**src/rtl/eth_pkg.sv**
```systemverilog
// Shared types and constants for the bit-serial Ethernet receive frame path.
package eth_pkg;

   // Frame controller states.
   typedef enum logic [2:0] {
      IDLE   = 3'd0,
      PRE    = 3'd1,
      DATA   = 3'd2,
      STATUS = 3'd3,
      DROP   = 3'd4
   } eth_state_t;

   // Start-of-frame delimiter as it sits in a right-shifting pattern register
   // (bit 0 = oldest bit): arrival order 1,0,1,0,1,0,1,1.
   localparam logic [7:0] ETH_SFD = 8'hD5;

   // Width of the byte count carried in the status word.
   localparam int ETH_CNT_W = 11;

   // One status word per received frame.
   typedef struct packed {
      logic                 good;
      logic                 err_crc;
      logic                 err_align;
      logic                 err_runt;
      logic                 err_long;
      logic [ETH_CNT_W-1:0] bytes;
   } eth_frm_status_t;

   // 8-bit increment that sticks at its maximum value.
   function automatic logic [7:0] sat_inc8(input logic [7:0] val);
      if (val == 8'hFF) begin
         return val;
      end
      return val + 8'd1;
   endfunction

endpackage

```
**src/rtl/eth_rx_byte_asm.sv**
```systemverilog
// Serial-to-byte assembler: LSB-first shift register, bit index and a
// one-cycle byte_vld pulse in the cycle after the eighth bit.
module eth_rx_byte_asm
   import eth_pkg::*;
(
   input  logic       clk,
   input  logic       reset_n,
   input  logic       clr,
   input  logic       shift_en,
   input  logic       bit_data,
   output logic [2:0] bit_idx,
   output logic       byte_vld,
   output logic [7:0] byte_data
);

   logic [7:0] sh_reg;
   logic [7:0] sh_next;
   logic [2:0] idx_reg;
   logic       vld_reg;
   logic [7:0] data_reg;
   logic       byte_done;

   genvar gi;

   // New bit enters at the top so that after eight shifts the first bit
   // received lands in bit 0.
   assign sh_next[7] = bit_data;
   generate
      for (gi = 0; gi < 7; gi++) begin : g_shift
         assign sh_next[gi] = sh_reg[gi+1];
      end
   endgenerate

   assign byte_done = shift_en && (idx_reg == 3'd7);

   // Shift register, wrapping bit index and the completed-byte register.
   always_ff @(posedge clk or negedge reset_n) begin
      if (!reset_n) begin
         sh_reg   <= '0;
         idx_reg  <= '0;
         vld_reg  <= 1'b0;
         data_reg <= '0;
      end else begin
         vld_reg <= byte_done;
         if (clr) begin
            sh_reg  <= '0;
            idx_reg <= '0;
         end else if (shift_en) begin
            sh_reg  <= sh_next;
            idx_reg <= idx_reg + 3'd1;
            if (byte_done) begin
               data_reg <= sh_next;
            end
         end
      end
   end

   assign bit_idx   = idx_reg;
   assign byte_vld  = vld_reg;
   assign byte_data = data_reg;

endmodule

```
**src/rtl/eth_rx_frame_ctrl.sv**
```systemverilog
// Bit-serial Ethernet receive frame controller: preamble/SFD detection,
// FCS checker sequencing, byte assembly and one status word per frame.
module eth_rx_frame_ctrl
   import eth_pkg::*;
#(
   parameter int PRE_MIN_BITS = 16,
   parameter int MIN_BYTES    = 64,
   parameter int MAX_BYTES    = 1518,
   parameter int CNT_W        = ETH_CNT_W
) (
   input  logic             clk,
   input  logic             reset_n,
   input  logic             rx_dv,
   input  logic             bit_vld,
   input  logic             bit_data,
   output logic             fcs_rst,
   output logic             fcs_en,
   output logic             fcs_bit,
   input  logic             fcs_ok,
   output logic             byte_vld,
   output logic [7:0]       byte_data,
   output logic             frm_done,
   output logic             frm_good,
   output logic             err_crc,
   output logic             err_align,
   output logic             err_runt,
   output logic             err_long,
   output logic [CNT_W-1:0] frm_bytes
);

   localparam logic [7:0]       PRE_MIN_L = 8'(PRE_MIN_BITS);
   localparam logic [CNT_W-1:0] MIN_L     = CNT_W'(MIN_BYTES);
   localparam logic [CNT_W-1:0] MAX_L     = CNT_W'(MAX_BYTES);
   localparam logic [CNT_W-1:0] CNT_SAT   = '1;

   eth_state_t      state_reg, state_next;
   logic [7:0]      pat_reg, pat_next;
   logic [7:0]      pre_cnt_reg, pre_cnt_next;
   logic [CNT_W-1:0] byte_cnt_reg, byte_cnt_next;
   eth_frm_status_t status_reg, status_next;
   logic            frm_done_reg, frm_done_next;
   logic            fcs_rst_reg;

   logic            accept;
   logic [7:0]      pat_shift;
   logic [7:0]      pre_cnt_inc;
   logic            asm_clr;
   logic [2:0]      bit_idx;
   logic            flag_crc, flag_align, flag_runt, flag_long;

   // A bit only counts while carrier is present.
   assign accept      = rx_dv && bit_vld;
   assign pat_shift   = {bit_data, pat_reg[7:1]};
   assign pre_cnt_inc = sat_inc8(pre_cnt_reg);

   // The checker advances on every accepted data bit; the bit itself passes through.
   assign fcs_en  = (state_reg == DATA) && accept;
   assign fcs_bit = bit_data;

   // Error flags as seen during the STATUS cycle.
   assign flag_crc   = !fcs_ok;
   assign flag_align = (bit_idx != 3'd0);
   assign flag_runt  = (byte_cnt_reg < MIN_L);
   assign flag_long  = (byte_cnt_reg > MAX_L);

   eth_rx_byte_asm u_byte_asm (
      .clk       (clk),
      .reset_n   (reset_n),
      .clr       (asm_clr),
      .shift_en  (fcs_en),
      .bit_data  (bit_data),
      .bit_idx   (bit_idx),
      .byte_vld  (byte_vld),
      .byte_data (byte_data)
   );

   // Next-state, preamble tracking, byte counting and status generation.
   always_comb begin
      state_next    = state_reg;
      pat_next      = pat_reg;
      pre_cnt_next  = pre_cnt_reg;
      byte_cnt_next = byte_cnt_reg;
      status_next   = status_reg;
      frm_done_next = 1'b0;
      asm_clr       = 1'b0;
      case (state_reg)
         IDLE: begin
            asm_clr       = 1'b1;
            byte_cnt_next = '0;
            if (accept) begin
               pat_next     = {bit_data, 7'b0};
               pre_cnt_next = 8'd1;
               state_next   = PRE;
            end
         end
         PRE: begin
            asm_clr = 1'b1;
            if (!rx_dv) begin
               state_next = IDLE;
            end else if (bit_vld) begin
               pat_next     = pat_shift;
               pre_cnt_next = pre_cnt_inc;
               if ((pat_shift == ETH_SFD) && (pre_cnt_inc >= PRE_MIN_L)) begin
                  state_next = DATA;
               end else if (bit_data == pat_reg[7]) begin
                  // Repeated bit that does not close a valid SFD: not a preamble.
                  state_next = DROP;
               end
            end
         end
         DATA: begin
            if (!rx_dv) begin
               state_next = STATUS;
            end else if (bit_vld && (bit_idx == 3'd7) && (byte_cnt_reg != CNT_SAT)) begin
               byte_cnt_next = byte_cnt_reg + CNT_W'(1);
            end
         end
         STATUS: begin
            status_next.err_crc   = flag_crc;
            status_next.err_align = flag_align;
            status_next.err_runt  = flag_runt;
            status_next.err_long  = flag_long;
            status_next.good      = !(flag_crc || flag_align || flag_runt || flag_long);
            status_next.bytes     = ETH_CNT_W'(byte_cnt_reg);
            frm_done_next         = 1'b1;
            state_next            = IDLE;
         end
         DROP: begin
            asm_clr = 1'b1;
            if (!rx_dv) begin
               state_next = IDLE;
            end
         end
         default: begin
            state_next = IDLE;
         end
      endcase
   end

   // State and datapath registers; the checker is held in reset outside DATA.
   always_ff @(posedge clk or negedge reset_n) begin
      if (!reset_n) begin
         state_reg    <= IDLE;
         pat_reg      <= '0;
         pre_cnt_reg  <= '0;
         byte_cnt_reg <= '0;
         status_reg   <= '0;
         frm_done_reg <= 1'b0;
         fcs_rst_reg  <= 1'b1;
      end else begin
         state_reg    <= state_next;
         pat_reg      <= pat_next;
         pre_cnt_reg  <= pre_cnt_next;
         byte_cnt_reg <= byte_cnt_next;
         status_reg   <= status_next;
         frm_done_reg <= frm_done_next;
         fcs_rst_reg  <= (state_next != DATA);
      end
   end

   assign fcs_rst   = fcs_rst_reg;
   assign frm_done  = frm_done_reg;
   assign frm_good  = status_reg.good;
   assign err_crc   = status_reg.err_crc;
   assign err_align = status_reg.err_align;
   assign err_runt  = status_reg.err_runt;
   assign err_long  = status_reg.err_long;
   assign frm_bytes = CNT_W'(status_reg.bytes);

endmodule

```
**config.mk**
```make
export PLATFORM = sky130hd
export DESIGN_NAME = eth_rx_frame_ctrl
export DESIGN_NICKNAME = d
export VERILOG_FILES = /design/src/rtl/eth_pkg.sv /design/src/rtl/eth_rx_byte_asm.sv /design/src/rtl/eth_rx_frame_ctrl.sv
export SDC_FILE = /design/constraint.sdc
export NUM_CORES = 1
export LEC_CHECK = 0
export ABC_AREA = 1
export CORE_ASPECT_RATIO = 1.2
export CORE_MARGIN = 4
export CORE_UTILIZATION = 40
export CTS_CLUSTER_DIAMETER = 200
export DETAILED_ROUTE_END_ITERATION = 12
export DONT_BUFFER_PORTS = 1
export PLACE_DENSITY = 0.57
export SLEW_MARGIN = 20
export SYNTH_ARGS = -nofsm -noshare
export SYNTH_HDL_FRONTEND = slang
export SYNTH_SLANG_ARGS = --single-unit
export TNS_END_PERCENT = 5
```
**constraint.sdc**
```tcl
create_clock -name clk -period 2 [get_ports clk]
set_input_delay 0.4 -clock clk [delete_from_list [all_inputs] [get_ports clk]]
set_output_delay 0.4 -clock clk [all_outputs]
set_load 0.02 [all_outputs]
```
==> results.toml <==
[logic_synthesis]
synthArstFlopShare_pct = 100
synth.area.top_cells = "dfrtp_1 51%, nand2_1 8.5%, o21ai_2 5.2%, inv_1 4.9%, nand3_1 3.3%"
syn-num-nets = 366
synthTopCellsByCount = "72 x nand2_1, 65 x dfrtp_1, 41 x inv_1"
yosysWarningCount = 0
yosysMostFrequentCell = "nand2_1"
avgSynthCellArea_um2 = 8.96
synthCells = 354
synth_area_um2 = 3170
synth_top_cell_by_area = "dfrtp_1"
yosys_most_used_dff = "dfrtp_1"
synth_edf_count = 0
ys_ff_latch = 66
netlist-cell-type-count = 28
yosys.area.top_type_share_pct = 51.3
ys_seq_area_share_pct = 52.1

[global_routing]
grt_pass1_vias = 2270
antenna_found_initial = 0
grt_first_pass_wirelength_mm = 10.4
grtUsageTotal_pct = 14.0
grt_max_degree = 67
grt.overflow.total = 0

[setup_path]
path_class = "flop to flop"
worstSetupPathDepth = 9
r2r_start = "byte_cnt_reg[0]"
cp-end-kind = "flop"
rrSetupSlack_ns = 0.28
crit_family = "simple AND/OR/NAND/NOR gates"
worst-path-max-fanout = 22
r2r_end = "byte_cnt_reg[0]"
cpMaxStageDelayCell = "dfrtp_1"
startpoint = "byte_cnt_reg[0]"
critPathMaxStageDelay_ns = 0.39
worstSetupStartpointType = "flop"
crit_buf_inv = 1
r2r_cells = 9
cpMostUsedCell = "nand3_2"
setup.worst_path.end = "byte_cnt_reg[0]"
cp_cell_sequence = "ha_1 -> nand3_2 -> nor3_4 -> nand3_2 -> nand2_1 -> a21oi_2 -> buf_4 -> nand3_1 -> o21ai_2"
cp_data_required_time_ns = 2.22
arrival_ns = 1.94

[power]
power_leakage_uw = 0.00159
vdd_ir_drop_max_v = 0.000553
power.density_nw_per_um2 = 883
p_total_uw = 3100

[drt]
drt_iter0_markers = 79
routed_wl_mm = 5.78
drtPass1Iterations = 4
drc = 0
post_drt_wl_per_cell_um = 12.6
viasPerCell = 4.89
vias = 2245
antenna_left = 0

[die]
die_y_um = 106
core.rowCount = 35
die_w_um = 89.3
start_util_pct = 41.2
die-area_um2 = 9420
coreArea_um2 = 7710
ios = 35

[clocking]
root_buffer = "clkbuf_8"
cts_tree = "done"
clock_sinks = 66
clock_latency_ns = 0.34
clk_path_buf_depth = 2
numCtsBuffers = 9
clkTransAtPathRegs_ns = 0.07
cts_max_level = 3
cts_resized = 0

[sta]
fin_crit_sh_pct = 86.1
drv_slew = 0
fin_crit_ns = 1.72
tns_ns = 0
rsz0062_at_grt = "false"
final_hold_viol_count = 0
worst_pin_slew_ns = 0.467
max_clock_freq_mhz = 580
report.final.setup_viol = 0
fin_ws_ns = 0.277
clock-skew-final_ns = 0.00933
relSlewSlack_pct = 68.7

[final_layout]
final_util_pct = 45.6
num-fill-cells = 779
diodes = 0
multiInputGateArea_um2 = 1250
ff_latch_area_um2 = 1650
area_growth_pct = 10.7
drive_gt1_share_pct = 20.2
nets = 374

[placement]
portBuffers = 0
gp_congestion = 0.820
post-place-ws_ns = 0.282
dpl.hpwl_mm = 4.11

[status]
status = "finished clean"

[min_path]
hp-start = "bit_data"
min_path_type = "primary input to flop"

[flow_run]
max_cap_violations = 0
## layer usage
layer  vias up  track usage [%]  share of wire [%]
met1      1039             17.3                 46
met4         0             5.74                1.8
met2        37             22.1                 47
li1       1161                -                  -
met3         8             4.77                4.9
met5         -                0                  0
## power by group
group | internal (uW) | leakage (uW) | switching [uW]
logic | 101 | 0.000601 | 192
registers | 1440 | 0.000884 | 165
clock network | 701 | 0.000107 | 498
total | 2250 | 0.00159 | 855
## through the flow
step                hold slack, ns  instance area, um^2  std cells
floorplan                    0.104                 3170        354
global placement             0.107                 3260        441
global route                 0.204                 3510        459
detailed placement           0.107                 3260        441
CTS                          0.175                 3510        459
finish                       0.193                 3510        459
## cells by family (layout without fill, tap and decap cells)
logic type / after synthesis / after routing / share of synthesized area [%]
flip-flops: 66 / 66 / 52.1
adder cells (fa/ha/maj): 6 / 6 / 2.37
AND/OR/NAND/NOR: 147 / 147 / 21.9
AO/OA/AOI/OAI: 65 / 65 / 13.2
XOR/XNOR: 7 / 7 / 1.93
buffers and inverters: 63 / 76 / 8.48
## worst min-delay path by stage
stage,to,depth (start not counted)
finish,pat_reg[7],2
detailed placement,frm_done,0
global placement,err_crc,0
floorplan,byte_cnt_reg[0],0
CTS,pat_reg[7],2
global route,state_reg[2],2
## area by class of cell
class	count	area share, %
clock buffer	11	3.74
tap	92	3.28
clock inverter	5	2.25
sequential	66	47.1
inverter	54	5.77
multi-input combinational	225	35.6
timing repair buffer	6	2.28
## cells in the final DEF (no fill, tap or decap), types with 2 or more instances in the layout
cell type	count
nor3_2	2
nand3_2	6
nor2_4	2
inv_2	13
nand2_1	72
o21ai_0	15
nor2_1	25
clkbuf_1	2
xor2_1	7
nand2_2	7
clkbuf_8	9
o21ai_1	14
inv_1	41
nor2_2	3
o22ai_1	12
ha_1	6
dfrtp_1	65
o21ai_2	19
nand3_1	21
bufinv_16	2
nand4_1	3
a21oi_1	3
clkinv_2	2
buf_4	3
nor3_1	5
## timing repair
item | CTS | global route
setup buffers | 0 | 0
hold endpoints to repair | 66 | 0
hold buffers | 2 | 0
No activity file was read; power rests on OpenSTA's default activity.
